===== src/rtl/throughout_mon_pkg.sv =====
// Shared types for the throughout monitor: FSM states, failure reasons and
// the width of the beat counter.
package throughout_mon_pkg;

    localparam int BEAT_W = 4;

    typedef enum logic {
        IDLE  = 1'b0,
        CHECK = 1'b1
    } state_e;

    typedef enum logic [1:0] {
        NONE      = 2'd0,
        NO_B_ROSE = 2'd1,
        A_DROP    = 2'd2,
        C_LOW     = 2'd3
    } fail_code_e;

endpackage


===== src/rtl/throughout_monitor_rose_detect.sv =====
// Rising-edge detector: remembers the previous sample of x_i and flags a 0->1 change.
module rose_detect (
    input  logic clk,
    input  logic rst,
    input  logic x_i,
    output logic rose_o
);

    logic prev_q;

    always_ff @(posedge clk) begin
        if (rst) begin
            prev_q <= 1'b0;
        end else begin
            prev_q <= x_i;
        end
    end

    assign rose_o = x_i & ~prev_q;

endmodule


===== src/rtl/throughout_monitor.sv =====
// Checks that after a joint rise of a and b, c stays high for BURST_LEN cycles
// while a stays high; reports registered pass/fail pulses and saturating counts.
module throughout_monitor
    import throughout_mon_pkg::*;
#(
    parameter int BURST_LEN = 2,
    parameter int CNT_W     = 8
) (
    input  logic             clk,
    input  logic             rst,
    input  logic             a,
    input  logic             b,
    input  logic             c,
    output logic             busy,
    output logic             pass_pulse,
    output logic             fail_pulse,
    output logic [1:0]       fail_code,
    output logic [CNT_W-1:0] pass_count,
    output logic [CNT_W-1:0] fail_count
);

    localparam logic [BEAT_W-1:0] BURST_B = BEAT_W'(BURST_LEN);
    localparam logic [CNT_W-1:0]  CNT_ONE = CNT_W'(1);
    localparam logic [CNT_W-1:0]  CNT_MAX = {CNT_W{1'b1}};

    state_e            state_q, state_d;
    logic [BEAT_W-1:0] beat_q, beat_d, beat_inc;
    fail_code_e        code_q, code_d;
    logic              pass_q, pass_d;
    logic              fail_q, fail_d;
    logic [CNT_W-1:0]  pass_cnt_q, fail_cnt_q;
    logic              a_rose, b_rose;

    rose_detect u_rose_a (.clk(clk), .rst(rst), .x_i(a), .rose_o(a_rose));
    rose_detect u_rose_b (.clk(clk), .rst(rst), .x_i(b), .rose_o(b_rose));

    assign beat_inc = beat_q + 4'd1;

    always_comb begin
        state_d = state_q;
        beat_d  = beat_q;
        code_d  = code_q;
        pass_d  = 1'b0;
        fail_d  = 1'b0;
        case (state_q)
            IDLE: begin
                if (a_rose) begin
                    if (b_rose) begin
                        state_d = CHECK;
                        beat_d  = '0;
                    end else begin
                        fail_d = 1'b1;
                        code_d = NO_B_ROSE;
                    end
                end
            end
            CHECK: begin
                // a dropping outranks c dropping in the same sample
                if (!a) begin
                    fail_d  = 1'b1;
                    code_d  = A_DROP;
                    state_d = IDLE;
                    beat_d  = '0;
                end else if (!c) begin
                    fail_d  = 1'b1;
                    code_d  = C_LOW;
                    state_d = IDLE;
                    beat_d  = '0;
                end else if (beat_inc == BURST_B) begin
                    pass_d  = 1'b1;
                    state_d = IDLE;
                    beat_d  = '0;
                end else begin
                    beat_d = beat_inc;
                end
            end
            default: begin
                state_d = IDLE;
                beat_d  = '0;
            end
        endcase
    end

    always_ff @(posedge clk) begin
        if (rst) begin
            state_q    <= IDLE;
            beat_q     <= '0;
            code_q     <= NONE;
            pass_q     <= 1'b0;
            fail_q     <= 1'b0;
            pass_cnt_q <= '0;
            fail_cnt_q <= '0;
        end else begin
            state_q <= state_d;
            beat_q  <= beat_d;
            code_q  <= code_d;
            pass_q  <= pass_d;
            fail_q  <= fail_d;
            if (pass_d && (pass_cnt_q != CNT_MAX)) begin
                pass_cnt_q <= pass_cnt_q + CNT_ONE;
            end
            if (fail_d && (fail_cnt_q != CNT_MAX)) begin
                fail_cnt_q <= fail_cnt_q + CNT_ONE;
            end
        end
    end

    assign busy       = (state_q == CHECK);
    assign pass_pulse = pass_q;
    assign fail_pulse = fail_q;
    assign fail_code  = code_q;
    assign pass_count = pass_cnt_q;
    assign fail_count = fail_cnt_q;

endmodule


===== config.mk =====
export PLATFORM = sky130hd
export DESIGN_NAME = throughout_monitor
export DESIGN_NICKNAME = d
export VERILOG_FILES = /design/src/rtl/throughout_mon_pkg.sv /design/src/rtl/throughout_monitor_rose_detect.sv /design/src/rtl/throughout_monitor.sv
export SDC_FILE = /design/constraint.sdc
export NUM_CORES = 1
export LEC_CHECK = 0
export CAP_MARGIN = 20
export CORE_UTILIZATION = 51
export DETAILED_ROUTE_END_ITERATION = 6
export HOLD_SLACK_MARGIN = 0.06
export PLACE_DENSITY = 0.79
export SLEW_MARGIN = 0
export SYNTH_ARGS = -nofsm -noshare
export SYNTH_HDL_FRONTEND = slang
export SYNTH_SLANG_ARGS = --single-unit

===== constraint.sdc =====
create_clock -name clk -period 2.3 [get_ports clk]
set_clock_uncertainty 0.1 [all_clocks]
set_input_delay 0.46 -clock clk [delete_from_list [all_inputs] [get_ports clk]]
set_output_delay 0.46 -clock clk [all_outputs]
set_load 0.02 [all_outputs]

==> key figures <==
Placement
  • Post-place setup slack: -0.06958 ns
  • Post-DP HPWL: 2253 um
  • RePlAce Congestion: about 0.8
  • I/O Buffers: 25

Run status
  • Status: complete, no violations

Timing
  • RSZ-0062 raised after global routing: no
  • Final setup margin: about 0.18 ns
  • Max-slew violations: 0
  • F_max: 0.4709 GHz
  • Hold WS: about 0.43 ns
  • Fin crit share: 0.9232
  • # setup viols final: 0
  • Slew margin rel.: 0.6555
  • Number of hold violations in the final report: 0
  • Tmin final: approximately 2.1 ns
  • Slew @ Worst Pin: slightly above 0.5 ns

Yosys
  • Post-synth EDFFs: 0
  • Async SR Flop Fraction: 0
  • Avg Inst Size Synth: 8.997 um^2
  • Register area share after synthesis: 0.3952
  • Post-Syn Area: approximately 0.0014 mm^2
  • Post-synth cell types: 45
  • Most frequent cells after synthesis: 27 x dfxtp_1, 14 x a21oi_1, 13 x nor2_1, 9 x inv_1
  • Synth top area share: 0.3952
  • Syn nets: 161
  • Yosys warning total: 0
  • Synth top area cells: dfxtp_1 40%, a21oi_1 5.1%, ha_1 3.7%
  • Most common cell in the netlist: dfxtp_1
  • Seq cells post-synth: 27
  • Mapped Cells: 152
  • Cell taking the most area after synthesis: dfxtp_1
  • Top FF cell, synth: dfxtp_1

Clock network
  • Cts repair resizes: 0
  • Worst-path clk slew: roughly 0.15 ns
  • Worst skew pair latency: around 0.32 ns
  • Hold buffers post-CTS: 0
  • CTS tree: yes
  • Maximum clock path buffer count: 2
  • Clock sink count: 27
  • H-tree Lvls: 1
  • Setup Fix Bufs, Post-CTS: 0
  • Root Buffer: clkbuf_4
  • CTS Buf Count: 3

Flow run
  • Number of max-cap violations: 0

Floorplanning
  • Core area: roughly 0.0025 mm^2
  • Starting density of the core: 0.5470
  • Die Area: roughly 0.0029 mm^2
  • Die width: about 54 um
  • Die Ht: between 50 and 60 um
  • Row count: 18
  • I/O pins: 26

Detailed routing
  • Total wire length: about 3100 um
  • DR WL/cell: around 14 um
  • Vias: between 1000 and 1500
  • Antenna Nets Post-Route: 0
  • DR iter-0 viols: 27
  • TritonRoute pass-1 iters: 4
  • DR vias/cell: 5.954
  • DRC errors left: 0

Worst setup path
  • CP bufs+invs: 1
  • Worst path max stage delay: roughly 0.67 ns
  • Crit path max-delay family: buffers and inverters
  • Worst Setup End Kind: output pin
  • Data required, critical path: 1.74 ns
  • Slowest CP cell: clkdlybuf4s50_1
  • CP Class: reg2out
  • Launching element type of the critical path: register
  • CP Max Fanout: 9
  • Worst path arrival time: between 1.5 and 2 ns
  • R2R setup slack: about 0.25 ns
  • CP cell instances: clkdlybuf4s50_1

Global route
  • Vias in the first global route: between 1000 and 1500
  • First-pass GRT wire length: roughly 5000 um
  • Grt ovf: 0
  • GRT Total Usage: 0.2329
  • Largest net degree at the start of global routing: 18
  • Initial antenna violation count: 0

Layout
  • Layout cells sized above 1: 0.1344
  • Finished Core Util: 0.6892
  • Antenna diode count: 0
  • Fillers: 211
  • Layout Nets: about 200
  • Area grow syn2layout: 25.98%

Pwr
  • Leakage: around 0.6 nW
  • Max IR drop VDD: between 0.4 and 0.5 mV
  • Pwr per Cell Area: 453.7 mW/mm^2

Min path
  • Worst Hold Class: reg2reg
[final timing paths]
kind	from	endpoint	cells past startpoint
max reg2reg	beat_q[0]	pass_count[7]	6
min reg2reg	beat_q[3]	beat_q[3]	1
max	busy	busy	1
min	beat_q[3]	beat_q[3]	1
[through the flow]
step,power [W],setup TNS (ns),cell area (um^2),instances
2_1_floorplan,0.0005433,0,1368,152
3_3_place_gp,0.0005800,-0.02443,1695,212
3_5_place_dp,0.0005828,-0.1757,1695,212
4_1_cts,0.0007898,0,1723,216
5_1_grt,0.0008108,0,1723,216
6_report,0.0007816,0,1723,216
[cell usage in the layout, fill, tap and decap left out, drive strengths merged, types with 2 or more instances in the layout]
cell / synthesis / final
a211oi: 3 / 3
a21oi: 14 / 14
a22oi: 2 / 2
a31oi: 2 / 2
and3: 4 / 4
buf: 3 / 11
clkbuf: 3 / 3
clkdlybuf4s50: 0 / 25
dfxtp: 27 / 27
ha: 4 / 4
inv: 9 / 9
mux2: 3 / 3
nand2: 6 / 6
nand3: 7 / 7
nand3b: 3 / 3
nand4: 2 / 2
nor2: 13 / 13
nor2b: 6 / 6
nor3: 4 / 4
o21ai: 5 / 5
o31ai: 5 / 5
o41ai: 3 / 3
or3: 2 / 2
or4: 7 / 7
[kinds of logic after synthesis]
| kind of cell | synth area share |
|---|---|
| DFF | 0.3952 |
| and+or+nand+nor | 0.2617 |
| muxes | 0.03202 |
| AOI/OAI and AO/OA | 0.2095 |
| buffers and inverters | 0.06496 |
| adders and majority gates | 0.03660 |
[per-layer routing]
layer,global-route usage,part of all wire,up-vias
met5,0,0,-
met4,0.06140,0.0095,0
met3,0.02542,0.021,4
met2,0.3827,0.49,14
met1,0.3212,0.48,627
li1,-,-,641
[layout make-up]
type                    count  area [um^2]  area share
clock buffers               3        22.52     0.01307
clock inverters             1        5.005    0.002905
inverters                   9        33.78     0.01961
multi-input cells         110        738.2      0.4285
flip-flops and latches     27        540.5      0.3137
well taps                  30        37.54     0.02179
repair buffers             36        345.3      0.2004
[power by group]
group | switching, W | leakage (nW) | total [W] | internal [W]
clock network | 0.000143 | 0.0177 | 0.000209 | 0.0000651
logic | 0.0000461 | 0.365 | 0.0000886 | 0.0000425
registers | 0.00000790 | 0.219 | 0.000485 | 0.000477
total | 0.000197 | 0.601 | 0.000782 | 0.000584
[sequential cells by signal, indices dropped and copies added (netlist names)]
name,cells
fail_pulse,1
fail_code,2
fail_count,8
busy,1
u_rose_a.prev_q,1
u_rose_b.prev_q,1
beat_q,4
pass_count,8
pass_pulse,1
(Power assumes the default switching activity.)
